**src/rtl/sound_pkg.sv**
```systemverilog
`default_nettype none
// ============================================================================
// Package  : sound_pkg
// Brief    : Shared sample type, frame geometry and config reset value for
//            the sigma-delta sound capture path.
// Revision : 1.0 - initial release
// ============================================================================
package sound_pkg;

  localparam int          SAMPLE_W    = 8;
  localparam int          FRAME_TICKS = 256;
  localparam logic [15:0] CPC_RESET   = 16'd18;

  typedef logic [SAMPLE_W-1:0] sample_t;

  // A frame of all ones sums to FRAME_TICKS, one past the largest sample code.
  function automatic sample_t sat_sample(input logic [SAMPLE_W:0] sum);
    return (sum > {1'b0, {SAMPLE_W{1'b1}}}) ? {SAMPLE_W{1'b1}} : sum[SAMPLE_W-1:0];
  endfunction

endpackage
`default_nettype wire

```
**src/rtl/capture_fifo.sv**
```systemverilog
`default_nettype none
// ============================================================================
// Module   : capture_fifo
// Brief    : Synchronous first-word-fall-through sample FIFO with a
//            registered head output and an occupancy count.
// Revision : 1.0 - initial release
// ============================================================================
module capture_fifo
  import sound_pkg::*;
#(
  parameter int DEPTH   = 512,
  parameter int COUNT_W = 10
) (
  input  logic               clk,
  input  logic               reset,
  input  logic               i_push,
  input  sample_t            i_data,
  input  logic               i_pop,
  output sample_t            o_head,
  output logic [COUNT_W-1:0] o_count,
  output logic               o_push_acc,
  output logic               o_pop_acc,
  output logic               o_drop
);

  localparam int PTR_W = $clog2(DEPTH);

  sample_t            r_mem [DEPTH];
  logic [PTR_W-1:0]   r_wr_ptr;
  logic [PTR_W-1:0]   r_rd_ptr;
  logic [PTR_W-1:0]   w_rd_next;
  logic [COUNT_W-1:0] r_count;
  logic [COUNT_W-1:0] w_count_next;
  sample_t            r_head;
  sample_t            w_head_next;
  logic               w_empty;
  logic               w_full;
  logic               w_push;
  logic               w_pop;

  assign w_empty = (r_count == '0);
  assign w_full  = (r_count == COUNT_W'(DEPTH));

  // A pop on an empty FIFO is ignored; a push on a full one only lands if a pop frees a slot.
  assign w_pop  = i_pop && !w_empty;
  assign w_push = i_push && (!w_full || w_pop);

  assign w_rd_next    = r_rd_ptr + PTR_W'(w_pop);
  assign w_count_next = r_count + COUNT_W'(w_push) - COUNT_W'(w_pop);

  always_comb begin
    w_head_next = r_head;
    if (w_count_next != '0) begin
      if (w_push && (w_rd_next == r_wr_ptr)) begin
        w_head_next = i_data;
      end else begin
        w_head_next = r_mem[w_rd_next];
      end
    end
  end

  always_ff @(posedge clk) begin
    if (w_push) begin
      r_mem[r_wr_ptr] <= i_data;
    end
  end

  always_ff @(posedge clk) begin
    if (reset) begin
      r_wr_ptr <= '0;
      r_rd_ptr <= '0;
      r_count  <= '0;
      r_head   <= '0;
    end else begin
      r_wr_ptr <= r_wr_ptr + PTR_W'(w_push);
      r_rd_ptr <= w_rd_next;
      r_count  <= w_count_next;
      r_head   <= w_head_next;
    end
  end

  assign o_head     = r_head;
  assign o_count    = r_count;
  assign o_push_acc = w_push;
  assign o_pop_acc  = w_pop;
  assign o_drop     = i_push && w_full && !w_pop;

endmodule
`default_nettype wire

```
**src/rtl/sound_capture_core.sv**
```systemverilog
`default_nettype none
// ============================================================================
// Module   : sound_capture_core
// Brief    : Sigma-delta audio capture: synchronises the comparator bit,
//            decimates it to 8-bit samples over 256-tick frames and buffers
//            the samples in a FIFO drained by the master.
// Options  : SOUND_CAPTURE_OVERRUN_IRQ_EN - overrun onset also pulses soundIrq.
// Revision : 1.0 - initial release
// ============================================================================
module sound_capture_core
  import sound_pkg::*;
#(
  parameter int DEPTH     = 512,
  parameter int COUNT_W   = 10,
  parameter int IRQ_LEVEL = 256
) (
  input  logic               clk,
  input  logic               reset,
  input  logic               bitIn,
  input  logic [15:0]        clocksPerCycleIn,
  input  logic               soundIreIn,
  input  logic               captureEnIn,
  input  logic               configLoadEn,
  input  logic               overrunClr,
  input  logic               bufferReadEn,
  output logic [7:0]         bufferDataOut,
  output logic [COUNT_W-1:0] wordCount,
  output logic [15:0]        clocksPerCycle,
  output logic               soundIre,
  output logic               captureEn,
  output logic               overrun,
  output logic               soundIrq,
  output logic               feedbackOut
);

  localparam int TICK_W = $clog2(FRAME_TICKS);

  logic                r_sync1;
  logic                r_syncBit;
  logic [15:0]         r_cpc;
  logic                r_ire;
  logic                r_capEn;
  logic [15:0]         r_presc;
  logic [TICK_W-1:0]   r_tickCount;
  logic [SAMPLE_W:0]   r_onesCount;
  logic                r_feedback;
  logic                r_push;
  sample_t             r_sample;
  logic                r_overrun;
  logic                r_irq;

  logic [15:0]         w_last;
  logic                w_tick;
  logic                w_frame_end;
  logic [SAMPLE_W:0]   w_sum;
  sample_t             w_head;
  logic [COUNT_W-1:0]  w_count;
  logic                w_push_acc;
  logic                w_pop_acc;
  logic                w_drop;
  logic                w_cross;
  logic                w_irq_event;

  // A programmed period of zero behaves as a period of one.
  assign w_last      = (r_cpc == 16'd0) ? 16'd0 : r_cpc - 16'd1;
  assign w_tick      = r_capEn && (r_presc >= w_last);
  assign w_frame_end = w_tick && (r_tickCount == TICK_W'(FRAME_TICKS - 1));
  assign w_sum       = r_onesCount + {{SAMPLE_W{1'b0}}, r_syncBit};

  assign w_cross = w_push_acc && !w_pop_acc && (w_count == COUNT_W'(IRQ_LEVEL - 1));

`ifdef SOUND_CAPTURE_OVERRUN_IRQ_EN
  assign w_irq_event = w_cross || (w_drop && !r_overrun);
`else
  assign w_irq_event = w_cross;
`endif

  always_ff @(posedge clk) begin
    if (reset) begin
      r_sync1     <= 1'b0;
      r_syncBit   <= 1'b0;
      r_cpc       <= CPC_RESET;
      r_ire       <= 1'b0;
      r_capEn     <= 1'b0;
      r_presc     <= '0;
      r_tickCount <= '0;
      r_onesCount <= '0;
      r_feedback  <= 1'b0;
      r_push      <= 1'b0;
      r_sample    <= '0;
      r_overrun   <= 1'b0;
      r_irq       <= 1'b0;
    end else begin
      r_sync1   <= bitIn;
      r_syncBit <= r_sync1;

      // A config write always restarts the decimator, dropping any partial frame.
      if (configLoadEn) begin
        r_cpc       <= clocksPerCycleIn;
        r_ire       <= soundIreIn;
        r_capEn     <= captureEnIn;
        r_presc     <= '0;
        r_tickCount <= '0;
        r_onesCount <= '0;
      end else if (!r_capEn) begin
        r_presc    <= '0;
        r_feedback <= 1'b0;
      end else if (w_tick) begin
        r_presc    <= '0;
        r_feedback <= r_syncBit;
        if (w_frame_end) begin
          r_sample    <= sat_sample(w_sum);
          r_onesCount <= '0;
          r_tickCount <= '0;
        end else begin
          r_onesCount <= w_sum;
          r_tickCount <= r_tickCount + TICK_W'(1);
        end
      end else begin
        r_presc <= r_presc + 16'd1;
      end

      r_push <= w_frame_end && !configLoadEn;

      if (w_drop) begin
        r_overrun <= 1'b1;
      end else if (overrunClr) begin
        r_overrun <= 1'b0;
      end

      r_irq <= r_ire && w_irq_event;
    end
  end

  capture_fifo #(
    .DEPTH   (DEPTH),
    .COUNT_W (COUNT_W)
  ) u_fifo (
    .clk        (clk),
    .reset      (reset),
    .i_push     (r_push),
    .i_data     (r_sample),
    .i_pop      (bufferReadEn),
    .o_head     (w_head),
    .o_count    (w_count),
    .o_push_acc (w_push_acc),
    .o_pop_acc  (w_pop_acc),
    .o_drop     (w_drop)
  );

  assign bufferDataOut  = w_head;
  assign wordCount      = w_count;
  assign clocksPerCycle = r_cpc;
  assign soundIre       = r_ire;
  assign captureEn      = r_capEn;
  assign overrun        = r_overrun;
  assign soundIrq       = r_irq;
  assign feedbackOut    = r_feedback;

endmodule
`default_nettype wire

```
**config.mk**
```make
export PLATFORM = sky130hd
export DESIGN_NAME = sound_capture_core
export DESIGN_NICKNAME = d
export VERILOG_FILES = /design/src/rtl/sound_pkg.sv /design/src/rtl/capture_fifo.sv /design/src/rtl/sound_capture_core.sv
export SDC_FILE = /design/constraint.sdc
export NUM_CORES = 2
export LEC_CHECK = 0
export ABC_AREA = 1
export BUFFER_PORTS_ARGS = -buffer_cell sky130_fd_sc_hd__buf_4
export CAP_MARGIN = 20
export CORE_MARGIN = 5
export CORE_UTILIZATION = 35
export CTS_CLUSTER_DIAMETER = 60
export DETAILED_ROUTE_END_ITERATION = 6
export PLACE_DENSITY_LB_ADDON = 0.12
export SLEW_MARGIN = 20
export SYNTH_ARGS = -nofsm -noshare
export SYNTH_HDL_FRONTEND = slang
export SYNTH_SLANG_ARGS = --single-unit
```
**constraint.sdc**
```tcl
create_clock -name clk -period 10.9 [get_ports clk]
set_input_delay 1.09 -clock clk [delete_from_list [all_inputs] [get_ports clk]]
set_output_delay 1.09 -clock clk [all_outputs]
set_load 0.02 [all_outputs]
```
# ---- Yosys cells after proc, flatten, opt, wreduce, memory -nomap -nowiden
# Memories as Yosys holds them, arrays and structs flattened. A register that Yosys moved wholly into a read port is not among the register bits.
# Cells that the tools add are included.
dict set report totals {
  ff_bits 93
  ram_bits 4096
  output_inout_bits 39
  elab_cells 67
  memories 1
}
dict set report classes {
  add_sub_neg 8
  magnitude_cmp 2
  eq_ne 4
  muxes 10
  n_bitwise 2
  reduce_logical 24
}
# name words word_bits rd rd_ports_with_merged_regs write_ports line
set mem_list {}
lappend mem_list {u_fifo.r_mem 512 8 1 1 1 capture_fifo.sv:28} ;# sample_t r_mem [DEPTH];
# operator n
set ops {}
lappend ops {{$add 9x1->9} 3}
lappend ops {{$add 16x1->16 const B} 1}
lappend ops {{$ge 16x16->1} 1}
lappend ops {{$logic_not 16->1} 1}
lappend ops {{$mux 16} 1}
lappend ops {{$mux 8} 2}
lappend ops {{$sub 16x1->16 const B} 1}
lappend ops {{$add 10x1->10} 1}
lappend ops {{$eq 10x10->1 const B} 1}
lappend ops {{$eq 10x8->1 const B} 1}
lappend ops {{$logic_and 1x1->1} 10}
lappend ops {{$logic_not 10->1} 1}
lappend ops {{$reduce_bool 10->1} 1}
lappend ops {{$sub 10x1->10} 1}
lappend ops {{$gt 9x8->1 const B} 1}
lappend ops {{$mux 9} 1}
lappend ops {{$add 8x1->8 const B} 1}
lappend ops {{$eq 8x8->1 const B} 1}
lappend ops {{$mux 1} 6}
lappend ops {{$logic_not 1->1} 4}
lappend ops {{$reduce_and 2->1} 2}
lappend ops {{$reduce_and 4->1} 1}
lappend ops {{$reduce_or 4->1} 1}
lappend ops {{$ne 2x1->1 const B} 1}
lappend ops {{4 further kinds} 5}

# ---- Logic depth before layout (Yosys ltp)
dict set report depth {
  ltp_word 8
  mapped_depth 25
}

# ---- Modules after synthesis
# Synthesis repeated with hierarchy kept, for this count alone.
dict set report hier_totals {
  cells_unflattened 14665
  hier_area_um2 171254.2
}
# mod n_inst cells_per_inst area_per_inst_um2
set modules_own_cells {}
lappend modules_own_cells {capture_fifo 1 14170 167699.6}
lappend modules_own_cells {sound_capture_core 1 495 3554.7}

# ---- Worst setup path after synthesis
# Ideal clock, no wire load.
dict set report synth_path {
  path_type {reg2reg}
  from {register r_sample[0]}
  to {memory u_fifo.r_mem[0][0] (netlist name) (data pin)}
  setup_time_ns 1.509
  arrival_ns 6.514
  required_ns 9.391
  setup_slack_ns 2.877
  stages_incl_launch_ff 1
  period_less_slack_ns 8.023
  cell_sequence {dfxtp_1}
}
# element line
set synth_lines {}
lappend synth_lines {{start: declaration} sound_capture_core.sv:48} ;# sample_t r_sample;
lappend synth_lines {{start signal: assignment} sound_capture_core.sv:112} ;# r_sample <= sat_sample(w_sum);
lappend synth_lines {{end: declaration} capture_fifo.sv:28}
# No word-level cell before the write port.

# ---- Worst setup path in the final report
dict set report layout_path {
  from {register u_fifo.r_count[2], in the netlist u_fifo.o_count[2]}
  to {register u_fifo.r_head[5], in the netlist u_fifo.o_head[5] (read register of u_fifo.r_mem)}
}
dict set report layout_between {
  word_cells_on_any_way 11
  classes_between {add/sub (3); eq/ne (1); reduce/logical (7)}
}
# element line
set layout_lines {}
lappend layout_lines {{start: declaration} capture_fifo.sv:32} ;# logic [COUNT_W-1:0] r_count;
lappend layout_lines {{start signal: assignment} capture_fifo.sv:77} ;# r_count <= w_count_next;
lappend layout_lines {{$logic_not 10->1} capture_fifo.sv:41} ;# assign w_empty = (r_count == '0);
lappend layout_lines {{$logic_not 1->1} capture_fifo.sv:45} ;# assign w_pop = i_pop && !w_empty;
lappend layout_lines {{$logic_and 1x1->1} capture_fifo.sv:45}
lappend layout_lines {{$add 9x1->9} capture_fifo.sv:48} ;# assign w_rd_next = r_rd_ptr + PTR_W'(w_pop);
lappend layout_lines {{net u_fifo.w_rd_next[1]} capture_fifo.sv:31} ;# logic [PTR_W-1:0] w_rd_next;
lappend layout_lines {{end: declaration} capture_fifo.sv:34} ;# sample_t r_head;
# The timed path passes the listed nets, and every way through them passes these cells.
# A chain may end at the register's enable or synchronous reset.

==> results.md <==
- Least-Margin Pin Slew: ~1.3 ns
- Drt pass-1 iters: 6
- Placed cells: ~20000
- Die Wd: a little over 700 µm
- Clk Latency, worst-skew pair: 1.00 ns
- Crit path buf inv count: 5
- Max incr delay on CP: about 0.74 ns
- Final Cell Area: between 150000 and 200000 µm²
- Crit end category: flip-flop
- Clock share of power: 36.6%
- Layout cells sized above 1: under 10%
- Slowest CP cell: buf_4
- Placed Area: 177300 µm²
- Htree depth: 5
- Power consumption: roughly 42 mW
- EDFF count, synth: 4096
- Netlist cell types: 47
- Initial antenna violation count: 20
- Max cap viols: 0
- Final-report max-slew violation count: 0
- Commonest non-fill, non-tap cell in the layout: nand2_1
- Switch share: between 30% and 40%
- CP delay by family, top: simple AND/OR/NAND/NOR gates
- Most frequent cells in the layout: nand2_1 (4269), nand3_1 (4105), edfxtp_1 (4096)
- Pre-CTS WS: approximately 4 ns
- Mapped cell area: ~170000 µm²
- Hold Path Class: in -> reg
- Util after Layout: between 30% and 40%
- Core area: roughly 500000 µm²
- Vias in the first global route: ~110k
- Worst setup margin: approximately 4.3 ns
- VDD IR-drop max: 155.9 µV
- CTS resizes: 0
- Synth async-reset ratio: 0%
- Final Hold Viols: 0
- Worst EP arrival: 7.50 ns
- IO Count: between 60 and 70
- Remaining DRCs: 0
- Mapped Nets: around 15000
- Final TNS setup: 0 ns
- Yosys warning count: 0
- 1st-iter DRT viols: 10480
- Port Buffer Count: 62
- Initial Util: between 30% and 40%
- Vias: about 110k
- Sw Pwr: around 13 mW
- Worst-path clk slew: 0.06 ns
- Register bit total from synthesis: 4197
- Req. time, crit path: between 10 and 15 ns
- RSZ-0062 raised after global routing: no
- Vias/cell: between 5 and 6
- Critical Path Most Common Cell: nand3_1
- Global placement routability congestion: between 0.7 and 0.8
- WS Path Type: reg -> reg
- GRT overflow: 0
- Final wirelength: 547.1 mm
- Core Rows: ~260
- Area occupied by multi-input gates: roughly 41000 µm²
- Nature of the critical path startpoint: flip-flop
- Sequential cell area fraction in the yosys report: ~73%
- Final nets: 14420
- Setup Skew: roughly 0.038 ns
- Mapped Cells: 14630
- Relative slew slack: 13.57%
- Gate power share: around a fifth
- Status: finished clean
- Internal power: between 20 and 30 mW
- Minimum clock period: 6.622 ns
- CTS root buf: clkbuf_16
- Top FF cell, synth: edfxtp_1
- Seq pwr share: between 40% and 50%
- Max FO, Critical Path: approximately 100
- Area Overhead vs Synth: 12.00%
- Final Setup Violations: 0
- Largest net degree at the start of global routing: approximately 180
- Cells along the critical path: inv_1, ha_1, nand4_1, o21ai_0, inv_1, ha_4, ha_4, inv_8, buf_4, buf_12, nand3_1, nand3_1, nand3_1, nand3_1, nand3_1, nand3_1, nand3_1, nand2_1, nand2_1, nand3_1, a21oi_1
- Clock Path Buffers: 4
- Maximum clock frequency: 0.1510 GHz
- Part of the cycle the worst path needs: 60.75%
- Hold Slack: 0.3082 ns
- Final antenna-violating net count: 0
- Clk sinks: 4197
- Die area: between 500000 and 600000 µm²
- Die height: 709.6 µm
- Fillers: between 40000 and 50000
- WL/cell: roughly 26 µm
- PD cells: around 220 nW/µm²
- CTS Buf Count: around 470
- Non-Filler Instances: between 20000 and 25000
- Reg area: approximately 130000 µm²
- Detailed-placement wirelength estimate: roughly 300 mm
- First-pass GRT wire length: 789.7 mm
- CTS tree: done
- Average size of a mapped cell: 11.71 µm²
- Post-CTS Hold Buffers: 0
- # Post-CTS Setup Buffers: 0
- GRT Overall Usage: between 20% and 30%
- Leakage power: around 67 nW
tightest hold or removal path, cell delays in order:
cell and delay (ns):
buf_4 0.08, inv_1 0.03, nor2_1 0.06
layer usage:
metal  vias up  global-route usage, %  share of wire, %
met5         -                      0                 0
met4         0                  5.281               2.6
met3       717                  2.604               5.2
met2      2976                  33.64                47
met1     55720                  30.70                46
li1      51500                      -                 -
area by class of cell:
class	count	area share [%]
clock buffers	558	6.304
repair buffers	252	1.253
clock inverters	310	1.294
well taps	6475	4.222
inverters	112	0.2393
flip-flops and latches	4197	65.17
multi-input cells	9322	21.50
diodes	11	0.01435
registers in the layout, indices dropped and copies added, names as in the netlist, 8 cells and up:
name / flops
r_presc: 16
clocksPerCycle: 16
r_tickCount: 8
u_fifo.r_mem: 4096
u_fifo.o_count: 10
r_sample: 8
r_onesCount: 9
u_fifo.r_wr_ptr: 9
u_fifo.r_rd_ptr: 9
u_fifo.o_head: 8
cells in the mapped netlist, types with 44 or more instances:
master / count / area (µm²)
nor2_1: 654 / 2455
dfxtp_1: 101 / 2022
clkbuf_1: 211 / 792.0
nand2_1: 4282 / 16070
buf_2: 673 / 3368
buf_1: 62 / 232.7
inv_1: 103 / 386.6
ha_1: 44 / 550.5
buf_4: 54 / 405.4
nand3_1: 4105 / 20540
a21oi_1: 53 / 265.3
edfxtp_1: 4096 / 123000
o21ai_0: 54 / 270.3
logic make-up (layout without fill, tap and decap cells):
| kind of cell | Yosys count | in the layout | share of synthesized area, % |
|---|---|---|---|
| DFF | 4197 | 4197 | 72.98 |
| AOI/OAI and AO/OA | 132 | 132 | 0.4222 |
| xor gates and xnor gates | 25 | 25 | 0.1278 |
| adders and majority gates | 45 | 45 | 0.3330 |
| and+or+nand+nor | 9120 | 9120 | 23.09 |
| other | 0 | 11 | 0 |
| buffers and inverters | 1112 | 1232 | 3.047 |
power groups by stage:
stage | sequential [mW] | combinational, mW | clock [mW]
floorplan | 17.9 | 6.03 | 0
global placement | 17.9 | 8.98 | 0
detailed placement | 17.9 | 8.96 | 0
CTS | 17.5 | 8.98 | 15.6
global route | 17.5 | 9.83 | 16.3
finish | 17.5 | 8.90 | 15.3
worst paths after layout:
| check | start | endpoint | slack (ns) | cells past startpoint |
|---|---|---|---|---|
| worst min-delay path | bitIn | r_sync1 | 0.31 | 3 |
| worst max register to register | u_fifo.o_count[2] | u_fifo.o_head[5] | 4.28 | 21 |
| worst min register to register | r_sync1 | r_syncBit | 0.43 | 2 |
| worst max-delay path | u_fifo.o_count[2] | u_fifo.o_head[5] | 4.28 | 21 |
(Power assumes the default switching activity.)
